[src/rtl/sha256_message_build.sv]
// SHA-256 message padder: turns a length-tagged stream of 512-bit message blocks into
// padded blocks (0x80 marker, zero fill, 64-bit length) ready for the compression core.
module sha256_message_build #(
    parameter int ID_W   = 6,
    parameter int SIZE_W = 64
) (
    input  logic              clk,
    input  logic              nrst,
    input  logic              en,
    input  logic              sync_rst,
    input  logic [SIZE_W-1:0] cfg_size,
    input  logic [ID_W-1:0]   cfg_id,
    input  logic              cfg_valid,
    output logic              cfg_ready,
    input  logic [511:0]      data_in,
    input  logic              data_in_last,
    input  logic              data_in_valid,
    output logic              data_in_ready,
    output logic [511:0]      data_out,
    output logic [ID_W-1:0]   data_out_id,
    output logic              data_out_last,
    output logic              data_out_valid,
    input  logic              data_out_ready,
    output logic              err_last
);

    typedef enum logic [1:0] {
        S_IDLE,
        S_DATA,
        S_PAD_LEN
    } state_t;

    localparam logic [511:0] ONES   = '1;
    localparam logic [511:0] TOPBIT = {1'b1, 511'd0};

    state_t            state_q, state_d;
    logic [SIZE_W-1:0] rem_q, rem_d;
    logic [SIZE_W-1:0] len_q, len_d;
    logic [ID_W-1:0]   id_q, id_d;
    logic              pad_done_q, pad_done_d;
    logic [511:0]      dout_q, dout_d;
    logic [ID_W-1:0]   dout_id_q, dout_id_d;
    logic              dout_last_q, dout_last_d;
    logic              dout_valid_q, dout_valid_d;
    logic              err_q, err_d;

    logic              active;
    logic              out_free;
    logic              cfg_fire;
    logic              din_fire;
    logic              pad_fire;
    logic              rem_gt_blk;
    logic              rem_eq_blk;
    logic              rem_fits_len;
    logic              rem_le_blk;
    logic [8:0]        shamt;
    logic [511:0]      keep_mask;
    logic [511:0]      marker;
    logic [63:0]       len64;
    logic [511:0]      len_field;

    // Handshake qualifiers; nrst gating keeps the ready outputs low while held in reset.
    assign active   = en && !sync_rst && nrst;
    assign out_free = !dout_valid_q || data_out_ready;

    assign cfg_ready     = active && (state_q == S_IDLE);
    assign data_in_ready = active && (state_q == S_DATA) && out_free;

    assign cfg_fire = cfg_valid && cfg_ready;
    assign din_fire = data_in_valid && data_in_ready;
    assign pad_fire = active && (state_q == S_PAD_LEN) && out_free;

    assign rem_gt_blk   = rem_q > SIZE_W'(512);
    assign rem_eq_blk   = rem_q == SIZE_W'(512);
    assign rem_le_blk   = !rem_gt_blk;
    assign rem_fits_len = rem_q < SIZE_W'(448);

    // Only meaningful when rem < 512, i.e. on the final partial block.
    assign shamt     = rem_q[8:0];
    assign keep_mask = ~(ONES >> shamt);
    assign marker    = TOPBIT >> shamt;
    assign len64     = 64'(len_q);
    assign len_field = {448'd0, len64};

    always_comb begin
        state_d      = state_q;
        rem_d        = rem_q;
        len_d        = len_q;
        id_d         = id_q;
        pad_done_d   = pad_done_q;
        dout_d       = dout_q;
        dout_id_d    = dout_id_q;
        dout_last_d  = dout_last_q;
        dout_valid_d = dout_valid_q;
        err_d        = err_q;

        if (active) begin
            err_d = 1'b0;
            if (data_out_ready) begin
                dout_valid_d = 1'b0;
            end

            unique case (state_q)
                S_IDLE: begin
                    if (cfg_fire) begin
                        rem_d      = cfg_size;
                        len_d      = cfg_size;
                        id_d       = cfg_id;
                        pad_done_d = 1'b0;
                        state_d    = (cfg_size == '0) ? S_PAD_LEN : S_DATA;
                    end
                end

                S_DATA: begin
                    if (din_fire) begin
                        dout_valid_d = 1'b1;
                        dout_id_d    = id_q;
                        err_d        = (data_in_last != rem_le_blk);
                        if (rem_gt_blk) begin
                            dout_d      = data_in;
                            dout_last_d = 1'b0;
                            rem_d       = rem_q - SIZE_W'(512);
                        end else if (rem_eq_blk) begin
                            dout_d      = data_in;
                            dout_last_d = 1'b0;
                            pad_done_d  = 1'b0;
                            state_d     = S_PAD_LEN;
                        end else if (rem_fits_len) begin
                            dout_d      = (data_in & keep_mask) | marker | len_field;
                            dout_last_d = 1'b1;
                            state_d     = S_IDLE;
                        end else begin
                            // Marker fits but the length field does not: spill to an extra block.
                            dout_d      = (data_in & keep_mask) | marker;
                            dout_last_d = 1'b0;
                            pad_done_d  = 1'b1;
                            state_d     = S_PAD_LEN;
                        end
                    end
                end

                S_PAD_LEN: begin
                    if (pad_fire) begin
                        dout_valid_d = 1'b1;
                        dout_id_d    = id_q;
                        dout_d       = {~pad_done_q, 447'd0, len64};
                        dout_last_d  = 1'b1;
                        state_d      = S_IDLE;
                    end
                end

                default: state_d = S_IDLE;
            endcase
        end
    end

    always_ff @(posedge clk or negedge nrst) begin
        if (!nrst) begin
            state_q      <= S_IDLE;
            rem_q        <= '0;
            len_q        <= '0;
            id_q         <= '0;
            pad_done_q   <= 1'b0;
            dout_q       <= '0;
            dout_id_q    <= '0;
            dout_last_q  <= 1'b0;
            dout_valid_q <= 1'b0;
            err_q        <= 1'b0;
        end else if (sync_rst) begin
            state_q      <= S_IDLE;
            rem_q        <= '0;
            len_q        <= '0;
            id_q         <= '0;
            pad_done_q   <= 1'b0;
            dout_q       <= '0;
            dout_id_q    <= '0;
            dout_last_q  <= 1'b0;
            dout_valid_q <= 1'b0;
            err_q        <= 1'b0;
        end else begin
            state_q      <= state_d;
            rem_q        <= rem_d;
            len_q        <= len_d;
            id_q         <= id_d;
            pad_done_q   <= pad_done_d;
            dout_q       <= dout_d;
            dout_id_q    <= dout_id_d;
            dout_last_q  <= dout_last_d;
            dout_valid_q <= dout_valid_d;
            err_q        <= err_d;
        end
    end

    assign data_out       = dout_q;
    assign data_out_id    = dout_id_q;
    assign data_out_last  = dout_last_q;
    assign data_out_valid = dout_valid_q;
    assign err_last       = err_q;

endmodule

[config.mk]
export PLATFORM = sky130hd
export DESIGN_NAME = sha256_message_build
export DESIGN_NICKNAME = d
export VERILOG_FILES = /design/src/rtl/sha256_message_build.sv
export SDC_FILE = /design/constraint.sdc
export NUM_CORES = 2
export LEC_CHECK = 0
export ABC_AREA = 1
export BUFFER_PORTS_ARGS = -buffer_cell sky130_fd_sc_hd__buf_2
export CAP_MARGIN = 20
export CORE_AREA = 2 2 438 440
export CTS_BUF_LIST = sky130_fd_sc_hd__clkbuf_16
export DETAILED_ROUTE_END_ITERATION = 7
export DIE_AREA = 0 0 440 442
export HOLD_SLACK_MARGIN = 0.15
export PLACE_DENSITY = 0.42
export SETUP_SLACK_MARGIN = 0.2
export SYNTH_ARGS = -nofsm -noshare
export SYNTH_HDL_FRONTEND = slang
export SYNTH_SLANG_ARGS = --single-unit
export TNS_END_PERCENT = 1
[constraint.sdc]
create_clock -name clk -period 2.7 [get_ports clk]
set_input_delay 0 -clock clk [delete_from_list [all_inputs] [get_ports clk]]
set_output_delay 0 -clock clk [all_outputs]
set_load 0.03 [all_outputs]
==> impl_results.md <==
* Outcome: finished with violations
* Failing checks: design-rule violations
* FF+latch count, synth at 658
* Global route overflow at 0
* Critical Path RT at 3330 ps
* Distinct cells, synth at 48
* Syn Inst Count at 7184
* Sw Share at 48.94%
* Row cnt at 160
* Clock buffer depth at 3
* Synth area leader: dfrtp_1
* Hold WC Path Type: in -> reg
* Avg Cell Area, Syn at 6.225 sq um
* Top cell type's share of synthesized area at 36.82%
* Number of flops mapped to enable cells by yosys at 0
* Die H at 442 um
* Routed WL per cell at 33.12 um
* Synthesized area at 0.04472 sq mm
* Worst-path cell with the longest stage delay: o21ai_0
* Leakage at 0.03770 uW
* CTS H-Tree Depth at 3
* Worst Setup End Kind: register
* Final wirelength at 400900 um
* Final count of pins violating max slew at 0
* Sw power at 25010 uW
* Share of cells above drive strength 1 at 23.01%
* Total Power at 51110 uW
* Pre-antenna DRT Iters at 8
* Fin. Hold Viols at 0
* Global-route wire length before repair at 529400 um
* Root buf cell: clkbuf_16
* CP bufs+invs at 1
* Setup violations, final at 0
* Fmax at 374.9 MHz
* Total clock sinks at 658
* Vias in the first global route at 60860
* Worst EP arrival at 3300 ps
* Slew HR at 16.38%
* Yosys warns at 0
* Pwr Density at 729.3 mW/mm^2
* CP dominant cell by count: nand2_1
* Critical path, cell by cell: nand2_1 > buf_4 > nor2_2 > nand2_1 > nor2_1 > o21ai_0 > nand3_1 > nand2_1 > nand2_1
* Vias/cell at 5.236
* Worst vdd ir at 0.5704 mV
* Gr usage total at 39.56%
* Input/output buffers at 1112
* Worst slew pin tran at 1254 ps
* Worst clock skew at 24.65 ps
* Clock-pin slew on the worst setup and hold paths at 60 ps
* GP Congestion at 1.023
* RSZ-0062 raised after global routing: true
* Critical-path maximum fanout at 13
* Vias at 63390
* Seq/Total Area, Yosys at 36.82%
* Core Region at 0.1896 sq mm
* Async set-reset flop share out of synthesis at 100.0%
* Synthesis-to-finish area growth at 56.71%
* Initial Util at 23.59%
* Routed Antenna Nets at 0
* Internal at 26100 uW
* Gate power share at 50.0%
* CP Class: reg -> reg
* Hold Slack at 166.0 ps
* Total Die Area at 0.1945 sq mm
* Top cells by area, synth: dfrtp_1, nand2_1, nand3_1
* CTS tree: yes
* Detailed placer's ending HPWL at 309900 um
* Min cycle time layout at 2667 ps
* Post-route clock period utilization at 98.78%
* 1st-iter DRT viols at 7834
* Largest net degree at the start of global routing at 148
* Clk pwr share at 26.1%
* Crit path launch type: register
* Die width at 440 um
* Fin nets at 10050
* Sequential power share at 23.9%
* Initial antenna violation count at 106
* DRC violations left at 4
* Max_cap viols at 0
* Synth Net Count at 7778
* Most used flip-flop cell after synthesis: dfrtp_1
* I/O Pins at 1113
* Worst path max stage delay at 500 ps
* Family with the most delay on the worst path: simple AND/OR/NAND/NOR gates
* Total CTS buffers at 93
* Worst-Skew Late Latency at 770 ps
[tightest hold or removal path, cell delays in order]
cell,delay (ps)
dlygate4sd3_1,580
buf_2,130
a22oi_1,80
o21ai_1,110
[placed cells by master (no fill, tap or decap), types with 18 or more instances in the layout]
cell type      synthesis  routed
a22oi_1              103      99
nand4_1               69      69
clkbuf_16              0     100
clkinv_2               1      18
nor2_2                10      38
diode_2                0      61
o21ai_1              140     153
inv_1                587     593
inv_2                 21      21
dlygate4sd3_1          0     781
nand3_1              675     668
buf_2                156    1111
nor2_1               445     396
o22ai_1               88      88
o21ai_0              418     396
buf_12                 0      99
a21oi_1              248     244
clkinv_1               2      18
buf_4                 46     620
nand2_2               10      34
o21bai_1              45      44
nand2_1             3085    3051
nor3_1                24      24
dfrtp_1              658     650
nor2_4                 7      28
[final timing paths]
kind | start | endpoint | slack, ps | cells past startpoint
max in group asynchronous | nrst | data_out[265]$_DFFE_PN0P_ | 760 | 5
min in group asynchronous | nrst | data_out[501]$_DFFE_PN0P_ | 680 | 4
worst max-delay path | rem_q[5]$_DFFE_PN0P_ | data_out[4]$_DFFE_PN0P_ | 30 | 9
worst min register to register | data_out[395]$_DFFE_PN0P_ | data_out[395]$_DFFE_PN0P_ | 480 | 2
worst max register to register | rem_q[5]$_DFFE_PN0P_ | data_out[4]$_DFFE_PN0P_ | 30 | 9
worst min-delay path | data_in[233] | data_out[233]$_DFFE_PN0P_ | 170 | 4
[synthesized netlist by cell type (5+ instances only)]
cell type     n
xor2_1        9
a21oi_1     248
o21a_1        8
buf_4        46
o21bai_1     45
o21ai_1     140
o21ai_0     418
o22ai_1      88
nor3_1       24
inv_2        21
nand3_1     675
a31oi_1       6
nand3b_1      8
nand2_1    3085
clkbuf_1    209
a22o_1        8
a22oi_1     103
nor2_2       10
nor2_4        7
o211ai_1      5
or2_2        16
nand2_2      10
inv_1       587
buf_2       156
nand4_1      69
nor2_1      445
buf_1        37
buf_6         8
dfrtp_1     658
[flip-flops by register name (all words and copies together) (netlist names)]
signal / cells
rem_q: 64
err_last: 1
data_out_id: 6
len64: 64
data_out: 512
data_out_valid: 1
state_q: 2
data_out_last: 1
id_q: 6
pad_done_q: 1
[layer usage]
| layer | wire length (um) | GRT usage, % |
|---|---|---|
| met5 | 80 | 0 |
| met4 | 37380 | 30.31 |
| met3 | 29400 | 6.957 |
| met2 | 180600 | 62.80 |
| met1 | 153500 | 47.40 |
[power by group through the flow]
stage               Combinational, uW  Sequential, uW  Clock (uW)
floorplan                        9160           13400           0
global placement                23500           12300           0
detailed placement              23400           12300           0
CTS                             24700           12200       13500
global route                    26500           12300       13800
finish                          25500           12200       13400
[per-stage QoR]
| step | area, sq um | utilization, % | std cells | setup TNS [ps] | worst slack, ps |
|---|---|---|---|---|---|
| after floorplan | 44720 | - | 7184 | 0 | 372.5 |
| after global placement | 58100 | 30.65 | 11060 | -33470 | -515.0 |
| after detailed placement | 58100 | 30.65 | 11060 | -34820 | -476.7 |
| after CTS | 69320 | 36.57 | 12020 | 0 | 50.50 |
| after global routing | 70030 | 36.94 | 12090 | 0 | 60.23 |
| final | 70080 | 36.96 | 12110 | 0 | 32.86 |
[timing repair]
item | 4_1_cts | 5_1_grt
cloned | 0 | 5
hold buffers | 781 | 0
gates resized for setup | 73 | 105
setup buffers | 5 | 18
setup endpoints to repair | 570 | 557
hold endpoints to repair | 1309 | 0
pin swaps | 4 | 13
[kinds of logic (layout without fill, tap and decap cells)]
group           Yosys count  in the layout  synth area share, %
buf+inv                1068           3417                9.927
fa+ha+maj                 4              4               0.1119
flops                   658            658                36.82
compound gates         1082           1082                13.45
simple gates           4361           4362                39.48
xor+xnor                 11             11               0.2155
other cells               0             61                    0
[cell type report]
class                   count  area [sq um]
well taps                2511          3142
fillers                 20860        119500
repair buffers           2633         20440
flip-flops and latches    658         16480
diodes                     61         152.6
multi-input cells        5459         24360
clock inverters            77         734.5
clock buffers              96          2402
inverters                 611          2362
Power figures use the tool's default switching activity.
